File: src/rtl/text_char_buffer_pkg.sv
// Shared sizes, command encoding and FSM states for the character-cell text buffer.
package text_char_buffer_pkg;

  localparam int unsigned TEXT_COLS = 16;
  localparam int unsigned TEXT_ROWS = 16;
  localparam int unsigned CELLS     = TEXT_COLS * TEXT_ROWS;
  localparam int unsigned ADDR_W    = $clog2(CELLS);
  localparam int unsigned CHAR_W    = 8;
  localparam int unsigned LINE_W    = 4;
  localparam int unsigned CODE_W    = 7;
  localparam int unsigned FONT_AW   = CODE_W + LINE_W;

  localparam logic [CHAR_W-1:0] CHAR_SPACE = 8'h20;

  typedef enum logic [1:0] {
    CMD_PUT    = 2'd0,
    CMD_SETCUR = 2'd1,
    CMD_CLEAR  = 2'd2,
    CMD_NOP    = 2'd3
  } cmd_t;

  typedef enum logic {
    S_CLEAR = 1'b0,
    S_IDLE  = 1'b1
  } state_t;

endpackage

File: src/rtl/text_char_buffer_if.sv
// Drawer read port (char_xy/char_line -> char_pixels) and the grid command port.
interface text_char_buffer_if;
  import text_char_buffer_pkg::*;

  logic [ADDR_W-1:0] char_xy;
  logic [LINE_W-1:0] char_line;
  logic [CHAR_W-1:0] char_pixels;
  logic              wr_valid;
  logic              wr_ready;
  cmd_t              wr_cmd;
  logic [CHAR_W-1:0] wr_data;
  logic [ADDR_W-1:0] cursor;
  logic              busy;

  modport master (
    output char_xy, char_line, wr_valid, wr_cmd, wr_data,
    input  char_pixels, wr_ready, cursor, busy
  );

  modport slave (
    input  char_xy, char_line, wr_valid, wr_cmd, wr_data,
    output char_pixels, wr_ready, cursor, busy
  );

endinterface

File: src/rtl/text_char_buffer_font_rom.sv
// Synchronous glyph ROM: address {code[6:0], line}, returns one 8-pixel row (bit 7 leftmost).
module text_char_buffer_font_rom
  import text_char_buffer_pkg::*;
(
  input  logic               i_clk,
  input  logic               i_rst,
  input  logic [FONT_AW-1:0] i_addr,
  output logic [CHAR_W-1:0]  o_data
);

  localparam int unsigned GLYPH_W = 80;

  // Glyph bodies occupy lines 2..11, first byte is line 2.
  localparam logic [GLYPH_W-1:0] G_A   = 80'h10_38_6C_C6_C6_FE_C6_C6_C6_C6;
  localparam logic [GLYPH_W-1:0] G_B   = 80'hFC_66_66_66_7C_66_66_66_66_FC;
  localparam logic [GLYPH_W-1:0] G_C   = 80'h3C_66_C2_C0_C0_C0_C0_C2_66_3C;
  localparam logic [GLYPH_W-1:0] G_D   = 80'hF8_6C_66_66_66_66_66_66_6C_F8;
  localparam logic [GLYPH_W-1:0] G_BOX = 80'h7E_42_42_42_42_42_42_42_42_7E;

  logic [GLYPH_W-1:0] w_glyph;
  logic [GLYPH_W-1:0] w_shift;
  logic [LINE_W-1:0]  w_line;
  logic [LINE_W-1:0]  w_k;
  logic [CHAR_W-1:0]  w_row;

  always_comb begin
    w_glyph = G_BOX;
    case (i_addr[FONT_AW-1:LINE_W])
      7'h20:   w_glyph = '0;
      7'h41:   w_glyph = G_A;
      7'h42:   w_glyph = G_B;
      7'h43:   w_glyph = G_C;
      7'h44:   w_glyph = G_D;
      default: w_glyph = G_BOX;
    endcase
    w_line  = i_addr[LINE_W-1:0];
    w_k     = w_line - 4'd2;
    w_shift = w_glyph << {w_k, 3'b000};
    w_row   = 8'h00;
    if (w_line >= 4'd2 && w_line <= 4'd11) begin
      w_row = w_shift[GLYPH_W-1 -: CHAR_W];
    end
  end

  always_ff @(posedge i_clk) begin
    if (i_rst) begin
      o_data <= '0;
    end else begin
      o_data <= w_row;
    end
  end

endmodule

File: src/rtl/text_char_buffer.sv
// 16x16 character grid with a two-cycle glyph read path and a valid/ready fill port.
module text_char_buffer
  import text_char_buffer_pkg::*;
#(
  parameter logic [CHAR_W-1:0] FILL_CHAR  = CHAR_SPACE,
  parameter bit                INIT_CLEAR = 1'b1
) (
  input  logic               i_clk,
  input  logic               i_rst,
  text_char_buffer_if.slave  bus
);

  state_t            r_state;
  state_t            w_state_nxt;
  logic [ADDR_W-1:0] r_clr_addr;
  logic [ADDR_W-1:0] w_clr_nxt;
  logic [ADDR_W-1:0] r_cursor;
  logic [ADDR_W-1:0] w_cursor_nxt;
  logic              r_ready;
  logic              r_busy;
  logic              w_accept;
  logic              w_we;
  logic [ADDR_W-1:0] w_waddr;
  logic [CHAR_W-1:0] w_wdata;

  logic [CHAR_W-1:0] r_ram [CELLS];
  logic [CODE_W-1:0] r_code;
  logic [LINE_W-1:0] r_line;
  logic [CHAR_W-1:0] w_pixels;

  // r_ready is only ever high in S_IDLE, so it alone qualifies the handshake.
  assign w_accept = bus.wr_valid & r_ready;

  always_ff @(posedge i_clk) begin
    if (i_rst) begin
      r_state    <= INIT_CLEAR ? S_CLEAR : S_IDLE;
      r_clr_addr <= '0;
      r_cursor   <= '0;
      r_ready    <= 1'b0;
      r_busy     <= INIT_CLEAR;
    end else begin
      r_state    <= w_state_nxt;
      r_clr_addr <= w_clr_nxt;
      r_cursor   <= w_cursor_nxt;
      r_ready    <= (w_state_nxt == S_IDLE);
      r_busy     <= (w_state_nxt == S_CLEAR);
    end
  end

  always_comb begin
    w_state_nxt  = r_state;
    w_clr_nxt    = r_clr_addr;
    w_cursor_nxt = r_cursor;
    w_we         = 1'b0;
    w_waddr      = r_cursor;
    w_wdata      = bus.wr_data;
    case (r_state)
      S_CLEAR: begin
        w_we      = 1'b1;
        w_waddr   = r_clr_addr;
        w_wdata   = FILL_CHAR;
        w_clr_nxt = r_clr_addr + ADDR_W'(1);
        if (r_clr_addr == ADDR_W'(CELLS - 1)) begin
          w_state_nxt  = S_IDLE;
          w_cursor_nxt = '0;
        end
      end
      S_IDLE: begin
        if (w_accept) begin
          case (bus.wr_cmd)
            CMD_PUT: begin
              w_we         = 1'b1;
              w_cursor_nxt = r_cursor + ADDR_W'(1);
            end
            CMD_SETCUR: w_cursor_nxt = bus.wr_data;
            CMD_CLEAR: begin
              w_state_nxt = S_CLEAR;
              w_clr_nxt   = '0;
            end
            default: ;
          endcase
        end
      end
      default: w_state_nxt = S_IDLE;
    endcase
  end

  always_ff @(posedge i_clk) begin
    if (w_we) begin
      r_ram[w_waddr] <= w_wdata;
    end
  end

  // Read port sees the pre-write contents on a same-cycle hit.
  always_ff @(posedge i_clk) begin
    if (i_rst) begin
      r_code <= '0;
      r_line <= '0;
    end else begin
      r_code <= r_ram[bus.char_xy][CODE_W-1:0];
      r_line <= bus.char_line;
    end
  end

  text_char_buffer_font_rom u_font_rom (
    .i_clk  (i_clk),
    .i_rst  (i_rst),
    .i_addr ({r_code, r_line}),
    .o_data (w_pixels)
  );

  assign bus.char_pixels = w_pixels;
  assign bus.wr_ready    = r_ready;
  assign bus.cursor      = r_cursor;
  assign bus.busy        = r_busy;

endmodule
File: src/flat_wrapper.sv
// flat-port wrapper written by rule: the top's interface ports become plain ports
module text_char_buffer_flat import text_char_buffer_pkg::*;
#(
  parameter logic [CHAR_W-1:0] FILL_CHAR  = CHAR_SPACE,
  parameter bit                INIT_CLEAR = 1'b1
)
  (i_clk, i_rst, bus_char_xy, bus_char_line, bus_wr_valid, bus_wr_cmd, bus_wr_data, bus_char_pixels, bus_wr_ready, bus_cursor, bus_busy);
  text_char_buffer_if bus_i ();
  input  logic i_clk;
  input  logic i_rst;
  input wire logic [$bits(bus_i.char_xy)-1:0] bus_char_xy;
  input wire logic [$bits(bus_i.char_line)-1:0] bus_char_line;
  input wire logic [$bits(bus_i.wr_valid)-1:0] bus_wr_valid;
  input wire logic [$bits(bus_i.wr_cmd)-1:0] bus_wr_cmd;
  input wire logic [$bits(bus_i.wr_data)-1:0] bus_wr_data;
  output wire logic [$bits(bus_i.char_pixels)-1:0] bus_char_pixels;
  output wire logic [$bits(bus_i.wr_ready)-1:0] bus_wr_ready;
  output wire logic [$bits(bus_i.cursor)-1:0] bus_cursor;
  output wire logic [$bits(bus_i.busy)-1:0] bus_busy;
  assign bus_i.char_xy = bus_char_xy;
  assign bus_i.char_line = bus_char_line;
  assign bus_i.wr_valid = bus_wr_valid;
  assign bus_i.wr_cmd = bus_wr_cmd;
  assign bus_i.wr_data = bus_wr_data;
  assign bus_char_pixels = bus_i.char_pixels;
  assign bus_wr_ready = bus_i.wr_ready;
  assign bus_cursor = bus_i.cursor;
  assign bus_busy = bus_i.busy;
  text_char_buffer #(.FILL_CHAR(FILL_CHAR), .INIT_CLEAR(INIT_CLEAR)) u_core (.i_clk(i_clk), .i_rst(i_rst), .bus(bus_i));
endmodule
File: config.mk
export PLATFORM = sky130hd
export DESIGN_NAME = text_char_buffer_flat
export DESIGN_NICKNAME = d
export VERILOG_FILES = /design/src/rtl/text_char_buffer_pkg.sv /design/src/rtl/text_char_buffer_if.sv /design/src/rtl/text_char_buffer_font_rom.sv /design/src/rtl/text_char_buffer.sv /design/src/flat_wrapper.sv
export SDC_FILE = /design/constraint.sdc
export NUM_CORES = 2
export LEC_CHECK = 0
export ABC_CLOCK_PERIOD_IN_PS = 6100
export BUFFER_PORTS_ARGS = -buffer_cell sky130_fd_sc_hd__clkbuf_2
export CAP_MARGIN = 20
export CORE_MARGIN = 3
export CORE_UTILIZATION = 32
export DETAILED_ROUTE_END_ITERATION = 12
export RECOVER_POWER = 25
export SLEW_MARGIN = 20
export SYNTH_ARGS = -nofsm -noshare
export SYNTH_HDL_FRONTEND = slang
export SYNTH_SLANG_ARGS = --single-unit
File: constraint.sdc
create_clock -name i_clk -period 6.1 [get_ports i_clk]
set_input_delay 0.61 -clock i_clk [delete_from_list [all_inputs] [get_ports i_clk]]
set_output_delay 0.61 -clock i_clk [all_outputs]
set_load 0.005 [all_outputs]
; Word level (Yosys, flattened, before mapping)
; Memories as Yosys holds them, arrays and structs flattened. A register that Yosys moved wholly into a read port is not among the register bits.
; Index checks and enable logic that the tools add are counted.
; W data, S select, Z words.
[op_classes]
shifts = 1
n_eq_ne = 12
add_sub_neg = 3
n_mux = 19
n_bitwise = 4
reduce_logical = 5
order_cmp = 2
[ops]
columns = op, n
row1 = $pmux W80 S5, 1
row2 = $shl A80 B7 Y80, 1
row3 = $mux W8, 6
row4 = $pmux W8 S2, 3
row5 = $eq A7 B7 Y1 const B, 4
row6 = $add A8 B1 Y8 const B, 2
row7 = $eq A8 B8 Y1 const B, 1
row8 = $eq A7 B6 Y1 const B, 1
row9 = $mux W1, 7
row10 = $ge A4 B2 Y1 const B, 1
row11 = $le A4 B4 Y1 const B, 1
row12 = $ne A2 B2 Y1 const B, 2
row13 = $pmux W1 S2, 2
row14 = $sub A4 B2 Y4 const B, 1
row15 = $ne A3 B3 Y1 const B, 1
row16 = $not A1 Y1, 3
row17 = $reduce_and A3 Y1, 1
row18 = $eq A2 B1 Y1 const B, 1
row19 = $eq A2 B2 Y1 const B, 1
row20 = $logic_not A2 Y1, 1
row21 = $ne A2 B1 Y1 const B, 1
row22 = $reduce_and A2 Y1, 1
row23 = $reduce_or A2 Y1, 1
row24 = $and A1 B1 Y1, 1
row25 = $logic_and A1 B1 Y1, 1
[word_totals]
regBits = 30
word_cells = 53
ram_bits = 2048
memories = 1
in_bits = 25
[mem_list]
columns = name, words, word_bits, read_ports, rd_ports_with_merged_regs, wr, line
row1 = u_core.r_ram, 256, 8, 1, 1, 1, text_char_buffer.sv:26  ; logic [CHAR_W-1:0] r_ram [CELLS];

; Longest topological paths before layout
[depth]
word_depth = 6
mapped_depth = 12

; By module
; A second synthesis with hierarchy kept.
[unflattened]
cells_unflattened = 3884
area_unflattened_um2 = 72807.3
[by_module_without_submodules]
columns = mod, cells_each, area_per_inst_um2, instances
row1 = text_char_buffer, 3758, 71872.7, 1
row2 = text_char_buffer_font_rom, 126, 934.6, 1

; Worst setup path before layout
; Ideal clock, no wire load.
[synth_timing]
kind = register to register
from = reg, netlist name u_core.bus.wr_ready
to = mem u_core.r_ram[0][0] (data pin)
slack_ns = 0.979
stages_incl_launch_ff = 4
path_buffers = 2
setup_ns = 0.870
synth_period_minus_slack_ns = 5.121
t_arrival_ns = 4.251
cell_sequence = dfxtp_1 clkbuf_1 buf_1 and2_1
[synth_rtl]
columns = element, line
row1 = "end, declared", text_char_buffer.sv:26

==> qor.txt <==
DR vias/cell -> 5.46
FMAX -> 206 MHz
Top cell type's share of synthesized area -> 0.743
Initial DRC count -> 4737
Crit path cell chain -> clkbuf_1, and2_0, clkbuf_4
Area contributors post-synth -> edfxtp_1, mux4_2, mux2i_1
Starting density of the core -> 0.322
Number of max-cap violations -> 7
# H-tree levels -> 4
Num Clock Sinks -> 1828
Ys flop type -> edfxtp_1
Area growth syn-to-layout -> 12.7%
Max Slew Vio Count -> 538
Critical Path Sink Type -> flop
Aggregate global-route resource usage -> 0.169
Slew headroom -> -1.12
Period utilisation layout -> 0.794
Final Worst Setup Slack -> 1.25 ns
Register bit total from synthesis -> 1828
Leak -> 26.8 nW
CTS Buf Count -> 182
Core Area -> 225000 um^2
Post-route ant nets -> 0
Startpoint types -> flop
Pwr Density -> 314 nW/um^2
CTS max path bufs -> 3
Clk Latency, worst-skew pair -> 0.82 ns
Min Tclk post-route -> 4.85 ns
Endpoints failing hold -> 0
Nets -> 3929
Post-synth ARST share -> 0
Site row count -> 174
Synth cell types -> 72
First-pass GRT wire length -> 283 mm
CP max FO -> 153
Vias in the first global route -> 37500
Total negative slack for setup checks -> 0 ns
Layout cell share with drive strength beyond 1 -> 0.178
Antenna violations before repair -> 9
Avg Synthesized Cell Area -> 18.9 um^2
Hold Crit Class -> input port to flop
Die width -> 482 um
CP Data Required Time -> 6.40 ns
Largest net degree at the start of global routing -> 189
Bufs and invs on worst path -> 2
Count leader, synth -> edfxtp_1
Detailed Route WL -> 199 mm
Critical path arrival -> 5.15 ns
CTS root buffer -> clkbuf_16
RSZ-0062 raised after global routing -> false
Placer Congestion -> 0.859
Worst slew pin tran -> 3.18 ns
Status -> finished with violations
Synthesized Nets -> 3852
Clk pin slew, worst setup/hold paths -> 0.06 ns
Worst vdd ir -> 0.000245 V
PortBufs -> 41
Height of the chip -> 482 um
GR Overflow Total -> 0
Setup Skew -> 0.0501 ns
Total die area -> 232000 um^2
Cell family with most CP delay -> buffers and inverters
Max stage delay cell, worst path -> clkbuf_4
Via count -> 38500
I/O pins -> 43
Synth top cells by count -> edfxtp_1, nor2_1, mux4_2
Leading area contributor after synthesis -> edfxtp_1
Detailed placement HPWL -> 123 mm
Post-layout util -> 0.363
Failing checks -> capacitance limit, slew limit
CP Class -> flop to flop
Mapped Area -> 72500 um^2
CTS tree -> built
WL/cell -> 28.3 um
Pre-antenna DRT Iters -> 6
Post-cts resize count -> 0
Worst path max stage delay -> 1.54 ns
Post-synth EDFFs -> 1792
Final setup viols -> 0
Mapped Cells -> 3824
Place WS -> 1.35 ns
Register area share after synthesis -> 0.753
DRC -> 0
Syn. warnings -> 0
-- path summary, 6_finish.rpt --
kind / start / end / slack (ns) / depth (start not counted)
hold / removal: bus_char_line[2] / u_core.r_line[2] / 0.06 / 2
hold reg to reg: u_core.r_clr_addr[4] / u_core.r_clr_addr[4] / 0.54 / 2
setup / recovery: u_core.bus.wr_ready / u_core.r_ram[125][3] / 1.25 / 3
setup reg to reg: u_core.bus.wr_ready / u_core.r_ram[125][3] / 1.25 / 3
-- sequential cells by signal, indices dropped and copies added (netlist names) --
| signal | flops |
|---|---|
| u_core.r_code | 7 |
| u_core.r_clr_addr | 8 |
| u_core.bus.cursor | 8 |
| u_core.r_ram | 1792 |
| u_core.u_font_rom.o_data | 7 |
| u_core.r_line | 4 |
| u_core.bus.wr_ready | 1 |
| u_core.bus.busy | 1 |
-- power breakdown --
group          internal, mW  leakage [nW]  total, mW  switching [mW]
Clock                  6.06          2.81       10.9            4.87
Sequential             13.6          18.1       13.6          0.0408
Combinational         0.379          5.98       1.08           0.697
-- worst reg2reg max path: cells and delay by family (launching register included) --
family                 cells  cell delay, ns
buffers and inverters      2            2.23
AND/OR/NAND/NOR            1            1.15
flip-flops                 1            0.72
-- routing by layer --
| metal | vias up | wire [um] | GRT usage |
|---|---|---|---|
| met5 | - | 34 | 0 |
| met3 | 291 | 17800 | 0.0353 |
| met1 | 20400 | 83700 | 0.241 |
| li1 | 15800 | - | - |
| met4 | 4 | 5280 | 0.0510 |
| met2 | 1915 | 92300 | 0.259 |
-- per-stage QoR --
| stage | area, um^2 | cells | hold slack (ns) | power [mW] |
|---|---|---|---|---|
| after floorplan | 72500 | 3824 | 0.494 | 14.6 |
| after global placement | 75900 | 6707 | 0.522 | 15.0 |
| after detailed placement | 75900 | 6707 | 0.528 | 15.0 |
| after CTS | 81700 | 7039 | 0.0136 | 25.8 |
| after global routing | 81700 | 7042 | 0.0400 | 26.4 |
| final | 81700 | 7044 | 0.0557 | 25.6 |
-- cell type report --
cell class	count	area, um^2
multi-input combinational	1749	16500
sequential	1828	54500
antenna	4	10.0
timing repair buffer	128	1070
clock inverter	104	1050
clock buffer	227	4720
tap	2992	3740
fill	20600	143000
inverter	12	47.5
-- logic make-up after synthesis --
group / after synthesis / synth area share
flops: 1828 / 0.753
simple gates: 693 / 0.0431
mux: 599 / 0.140
compound gates: 445 / 0.0414
buf+inv: 247 / 0.0213
xor+xnor: 8 / 0.000967
fa+ha+maj: 3 / 0.000518
other cells: 1 / 0.0000518
-- what timing repair did --
action | CTS | global route
buffers inserted | 0 | 0
hold buffers | 1 | 0
hold endpoints to repair | 1 | 0
endpoints found under the setup margin | 0 | 0
-- cells in the final DEF, fill, tap and decap left out, drive strengths merged, types with 62 or more instances in the layout --
cell type	synthesis	final
mux4	327	327
clkinv	1	81
clkbuf	110	269
a21oi	85	85
o221ai	62	62
o21ai	74	74
mux2i	266	266
edfxtp	1792	1792
nand2	123	123
o22ai	78	78
nor2	339	339
buf	125	85
Note: power is estimated with default switching activity, not from simulation.
